==> src/rtl/dual_decode_queue.sv <==
// Two-wide in-order decode queue: up to 2 pushes and 0-2 pops per cycle, DEPTH-entry circular buffer.
// Outputs are registered-state only; define DDQ_NOP_SQUASH_EN to drop all-zero words on push.
`default_nettype none

module dual_decode_queue #(
    parameter int DEPTH = 12,
    parameter int WIDTH = 27
) (
    input  logic                           clk,
    input  logic                           rst_n,
    input  logic                           flush,
    input  logic [1:0]                     in_valid,
    input  logic [WIDTH-1:0]               in_data_0,
    input  logic [WIDTH-1:0]               in_data_1,
    output logic                           in_ready,
    output logic [WIDTH-1:0]               out_data_0,
    output logic [WIDTH-1:0]               out_data_1,
    output logic [1:0]                     out_valid,
    input  logic [1:0]                     pop_cnt,
    output logic [$clog2(DEPTH+1)-1:0]     occupancy
);

    localparam int PTR_W = $clog2(DEPTH);
    localparam int CNT_W = $clog2(DEPTH+1);
    localparam logic [PTR_W:0] DEPTH_P = (PTR_W+1)'(DEPTH);

    logic [WIDTH-1:0] mem [DEPTH];
    logic [PTR_W-1:0] head, tail;
    logic [CNT_W-1:0] count;

    logic             v0, v1;
    logic [1:0]       push_n, pop_req, pop_eff;
    logic [PTR_W-1:0] head_1, tail_1;

    function automatic logic [PTR_W-1:0] ptr_add(input logic [PTR_W-1:0] p, input logic [1:0] n);
        logic [PTR_W:0] s;
        s = {1'b0, p} + {{(PTR_W-1){1'b0}}, n};
        if (s >= DEPTH_P)
            s = s - DEPTH_P;
        return s[PTR_W-1:0];
    endfunction

`ifdef DDQ_NOP_SQUASH_EN
    assign v0 = in_valid[0] && (in_data_0 != '0);
    assign v1 = in_valid[1] && (in_data_1 != '0);
`else
    assign v0 = in_valid[0];
    assign v1 = in_valid[1];
`endif

    // Ready looks only at the pre-pop count so pop_cnt never reaches it.
    assign in_ready = (count <= CNT_W'(DEPTH-2));
    assign push_n   = in_ready ? ({1'b0, v0} + {1'b0, v1}) : 2'd0;
    assign head_1   = ptr_add(head, 2'd1);
    assign tail_1   = ptr_add(tail, 2'd1);

    always_comb begin
        pop_req = (pop_cnt == 2'd3) ? 2'd2 : pop_cnt;
        pop_eff = pop_req;
        if (count == '0)
            pop_eff = 2'd0;
        else if (count == CNT_W'(1) && pop_req != 2'd0)
            pop_eff = 2'd1;
    end

    always_ff @(posedge clk) begin
        if (!rst_n) begin
            head  <= '0;
            tail  <= '0;
            count <= '0;
        end else if (flush) begin
            head  <= '0;
            tail  <= '0;
            count <= '0;
        end else begin
            head  <= ptr_add(head, pop_eff);
            tail  <= ptr_add(tail, push_n);
            count <= count + CNT_W'(push_n) - CNT_W'(pop_eff);
        end
    end

    // Valid slots are compacted at the tail, older slot first.
    always_ff @(posedge clk) begin
        if (rst_n && !flush && in_ready) begin
            if (v0 || v1)
                mem[tail] <= v0 ? in_data_0 : in_data_1;
            if (v0 && v1)
                mem[tail_1] <= in_data_1;
        end
    end

    assign out_valid[0] = (count >= CNT_W'(1));
    assign out_valid[1] = (count >= CNT_W'(2));
    assign out_data_0   = out_valid[0] ? mem[head]   : '0;
    assign out_data_1   = out_valid[1] ? mem[head_1] : '0;
    assign occupancy    = count;

endmodule

`default_nettype wire

==> config.mk <==
export PLATFORM = sky130hd
export DESIGN_NAME = dual_decode_queue
export DESIGN_NICKNAME = d
export VERILOG_FILES = /design/src/rtl/dual_decode_queue.sv
export SDC_FILE = /design/constraint.sdc
export NUM_CORES = 1
export LEC_CHECK = 0
export ABC_AREA = 1
export CAP_MARGIN = 0
export CORE_ASPECT_RATIO = 1.75
export CORE_MARGIN = 5
export CORE_UTILIZATION = 45
export CTS_BUF_LIST = sky130_fd_sc_hd__clkbuf_4
export DETAILED_ROUTE_END_ITERATION = 10
export DONT_BUFFER_PORTS = 1
export PLACE_DENSITY = 0.63
export SLEW_MARGIN = 20
export SYNTH_ARGS = -nofsm -noshare
export SYNTH_HDL_FRONTEND = slang
export SYNTH_SLANG_ARGS = --single-unit
==> constraint.sdc <==
create_clock -name clk -period 4 [get_ports clk]
set_input_delay 0.8 -clock clk [delete_from_list [all_inputs] [get_ports clk]]
set_output_delay 0.8 -clock clk [all_outputs]
set_load 0.005 [all_outputs]
## After elaboration in Yosys (flattened, before gate mapping)

Memory sizes are Yosys's and may differ from the RTL's. A register that Yosys moved wholly into a read port is not among the register bits.
Index checks and enable logic that the tools add are counted.

| cells by class | value |
|---|---|
| magnitude comparators | 7 |
| multiplexer cells | 18 |
| add/sub/neg operators | 11 |
| reduce and logical (&&, ||, !) cells | 9 |
| equal/unequal tests | 2 |
| bitwise gates (word level) | 1 |

Operator list:

| kind | count |
|---|---|
| $mux W27 | 3 |
| $ge A5 B4 Y1 const B | 4 |
| $mux W4 | 5 |
| $sub A4 B4 Y4 const B | 4 |
| $add A4 B1 Y5 const B | 2 |
| $add A4 B2 Y5 | 2 |
| $mux W2 | 4 |
| $mux W1 | 6 |
| $add A4 B2 Y4 | 1 |
| $eq A4 B1 Y1 const B | 1 |
| $ge A4 B1 Y1 const B | 1 |
| $ge A4 B2 Y1 const B | 1 |
| $le A4 B4 Y1 const B | 1 |
| $logic_and A1 B1 Y1 | 4 |
| $logic_not A4 Y1 | 1 |
| $sub A4 B2 Y4 | 1 |
| $add A1 B1 Y2 | 1 |
| $eq A2 B2 Y1 const B | 1 |
| $reduce_bool A2 Y1 | 1 |
| $reduce_or A2 Y1 | 1 |
| $logic_not A1 Y1 | 1 |
| $logic_or A1 B1 Y1 | 1 |
| $not A1 Y1 | 1 |

| storage, ports and cells | value |
|---|---|
| output and inout bits | 61 |
| bits of input ports | 61 |
| memories kept | 1 |
| RAM bits | 324 |
| logic and storage cells | 52 |
| flip-flop bits (word level) | 12 |

Memory list:

| name | depth | bits a word | rd ports | clocked after Yosys merged registers in | write ports | line | source |
|---|---|---|---|---|---|---|---|
| mem | 12 | 27 | 2 | 1 | 2 | 27 | `logic [WIDTH-1:0] mem [DEPTH];` |

## Longest topological paths before layout

| depth | value |
|---|---|
| depth after elaboration | 10 |
| mapped depth | 20 |
| gate-level depth less buffers | 20 |

## Worst setup path after synthesis

OpenSTA, ideal clock, no wires.

| timing path | value |
|---|---|
| kind | input to register |
| from | input in_valid[0] |
| to | memory mem[1][0], enable pin |
| required time | 3.551 ns |
| stages | 7 |
| library setup time | 0.449 ns |
| slack | -0.312 ns |
| arrival time | 3.864 ns |
| buffers on the path | 2 |
| cell sequence | buf_2 inv_1 clkbuf_1 ha_1 nor3_1 nand3_1 o21ai_0 |

RTL lines:

| item | line | source |
|---|---|---|
| start, declared | 12 | `input logic [1:0] in_valid,` |
| end, declared | 27 |  |

## Final worst setup path

| timing path | value |
|---|---|
| from | register head[1] |
| to | output out_data_1[19] |

| between the ends | value |
|---|---|
| cells in the longest elaborated chain, start to end | 5 |
| elaborated cells on any way between the ends | 6 |

Ends and longest elaborated chain:

| item | line | source |
|---|---|---|
| start, declared | 28 | `logic [PTR_W-1:0] head, tail;` |
| start signal, assigned | 76 | `head <= ptr_add(head, pop_eff);` |
| $add A4 B1 Y5 (*) | 37 | `s = {1'b0, p} + {{(PTR_W-1){1'b0}}, n};` |
| $sub A4 B4 Y4 / $ge A5 B4 Y1 (equally long branches) | 39, 38 |  |
| $mux W4 (*) | 38 | `if (s >= DEPTH_P)` |
| $mem_v2 Z12 W27 (*) | n/a |  |
| $mux W27 (*) | 95 | `assign out_data_1 = out_valid[1] ? mem[head_1] : '0;` |
| end, declared | 17 | `output logic [WIDTH-1:0] out_data_1,` |

Every way passes the cells marked *; elsewhere a longest branch is shown, timed or not.

==> impl_metrics.yaml <==
run_status:
  status: "complete, no violations"
power:
  peakVddDrop_mv: 0.417
  p_clk_share_pct: 25.8
  p_per_area_nw_per_um2: 504
  combinationalPowerShare_pct: 41.5
  switching_power_w: 0.00526
  p_leak_nw: 10.4
  swShare_pct: 42.8
  seq_power_share_pct: 32.7
  intPower_w: 0.00702
  total_power_w: 0.0123
die:
  die_h_um: 306
  initial_core_util_pct: 45.4
  rows: 108
  dieArea_sq_um: 55000
  io_pins: 122
  coreArea_sq_um: 49700
  die_x_um: 179
placed_design:
  hpwl_mm: 54.1
  portBuffers: 0
  gp_congestion: 0.950
  dpl_worst_slack_ns: 0.433
clock_network:
  clock-sinks: 336
  htreeDepth: 3
  clk_pin_slew_worst_paths_ns: 0.07
  clock_path_buffers: 3
  cts_tree: "done"
  numCtsBuffers: 87
  hold_buffers: 0
  root_buffer: "clkbuf_4"
  clock_latency_ns: 0.82
yosys:
  avgSynthCellArea_sq_um: 7.31
  ys_warn_count: 0
  synth_top_area_share_pct: 43.1
  synth_edf_count: 324
  synth_cells: 3090
  syn_nets: 3174
  synth_area_sq_um: 22600
  postSynth.asyncResetShare_pct: 0
  synth_area_leaders: "edfxtp_1, nand2_1, o21ai_0"
  ys_seq_elements: 336
  synth_ff_type: "edfxtp_1"
  ys_seq_area_share_pct: 44.1
  synth_area_leader_cell: "edfxtp_1"
  synthDistinctLibCells: 36
drt:
  via_count: 22600
  first_iter_violations: 2820
  via_per_inst: 6.10
  wl_per_cell_um: 23.7
  ant_nets: 0
  drc: 0
  first_pass_iters: 6
  routed_wl_mm: 87.6
worst_hold_path:
  min_path_type: "in -> reg"
timing:
  post-route-period-util_pct: 98.5
  tns_ns: 0
  hold_ws_ns: 0.160
  final_hold_viol_count: 0
  worst_slew_pin_slew_ns: 1.08
  period_minus_slack_ns: 3.94
  clock_skew_ns: 0.0376
  slew_violations: 0
  slew_headroom_pct: 27.9
  fmax_ghz: 0.254
  finalSetupViolations: 0
  worst_slack_ns: 0.0586
worst_setup_path:
  cp-start-kind: "register"
  worstSetupPathType: "reg -> out"
  cp.required_ns: 3.20
  worstPathMaxFanout: 59
  r2r_slack_ns: 0.36
  endpoint_kind: "output port"
  arrival_ns: 3.14
final_layout:
  layout_commonest_cell: "nand2_1"
  drive_gt1_share_pct: 10.1
  utilization_pct: 48.9
  syn_to_final_growth_pct: 7.74
  layout.nets: 3054
  final_cell_mix: "nand2_1, o21ai_0, edfxtp_1, a21oi_1, inv_1"
grt:
  grt_overflow: 0
  grt_pass1_vias: 21600
  grt_max_degree: 166
  antenna_found_initial: 4
  grt.total_usage_pct: 31.2
  grt_pass1_wl_mm: 129
flow_run:
  max_cap_viol_count: 0
==> power groups by stage <==
stage          Combinational (W)  Clock [W]  Sequential [W]
3_3_place_gp             0.00471          0         0.00409
4_1_cts                  0.00494    0.00321         0.00402
2_1_floorplan            0.00330          0         0.00406
6_report                 0.00509    0.00317         0.00401
5_1_grt                  0.00555    0.00342         0.00402
3_5_place_dp             0.00481          0         0.00409
==> registers in the layout, summed over array words and instances (netlist names) <==
name and flops:
tail 4, occupancy 4, head 4, mem 324
==> cell usage after synthesis, drive strengths merged, types with 19 or more instances <==
library cell	number
edfxtp	324
nand3	233
o22ai	19
ha	19
or2	28
o21ai	394
nor2	197
a21oi	261
clkbuf	139
o211ai	46
buf	149
nand2	897
nand4	111
inv	244
==> final cells by class <==
type | count | area [sq um]
fillers | 4886 | 25400
multi-input cells | 2219 | 10600
flip-flops and latches | 336 | 9980
inverters | 247 | 945
clock buffers | 125 | 938
well taps | 660 | 826
repair buffers | 79 | 810
clock inverters | 27 | 191
diodes | 7 | 17.5
==> cells by family after synthesis <==
family	share of synthesized area, %
AO/OA/AOI/OAI	16.7
XOR/XNOR	0.194
adder cells (fa/ha/maj)	1.41
buffers and inverters	9.86
flip-flops	44.1
AND/OR/NAND/NOR	27.7
==> worst max-delay path, stage by stage (launching register included) <==
cell and delay (ns):
dfxtp_2 0.36, buf_8 0.20, ha_4 0.37, buf_16 0.33, a21oi_1 0.07, a21oi_1 0.41
nand3_1 0.23, nand3_1 0.13, nand2_1 0.09, inv_1 0.10
==> per-layer routing <==
layer  global-route usage, %  routed length, um
met1                    36.0              29700
met4                    20.6               6210
met5                       0                  0
met3                    6.99               9650
met2                    51.4              42100
==> through the flow <==
stage / cell area (sq um) / std cells
floorplan: 22600 / 3090
global placement: 23000 / 3539
detailed placement: 23000 / 3539
CTS: 24300 / 3692
global route: 24300 / 3699
finish: 24300 / 3700
==> repair_timing <==
item | CTS | global route
setup endpoints to repair | 34 | 27
buffers inserted | 0 | 1
pin swaps | 0 | 1
resized for setup | 20 | 13
cloned | 1 | 0
==> worst paths after layout <==
kind,start,end,cells past startpoint
max,head[1],out_data_1[19],9
min,flush,tail[2],3
max reg2reg,tail[0],mem[9][2],15
min reg2reg,occupancy[3],occupancy[3],4
Note: power is estimated with default switching activity, not from simulation.
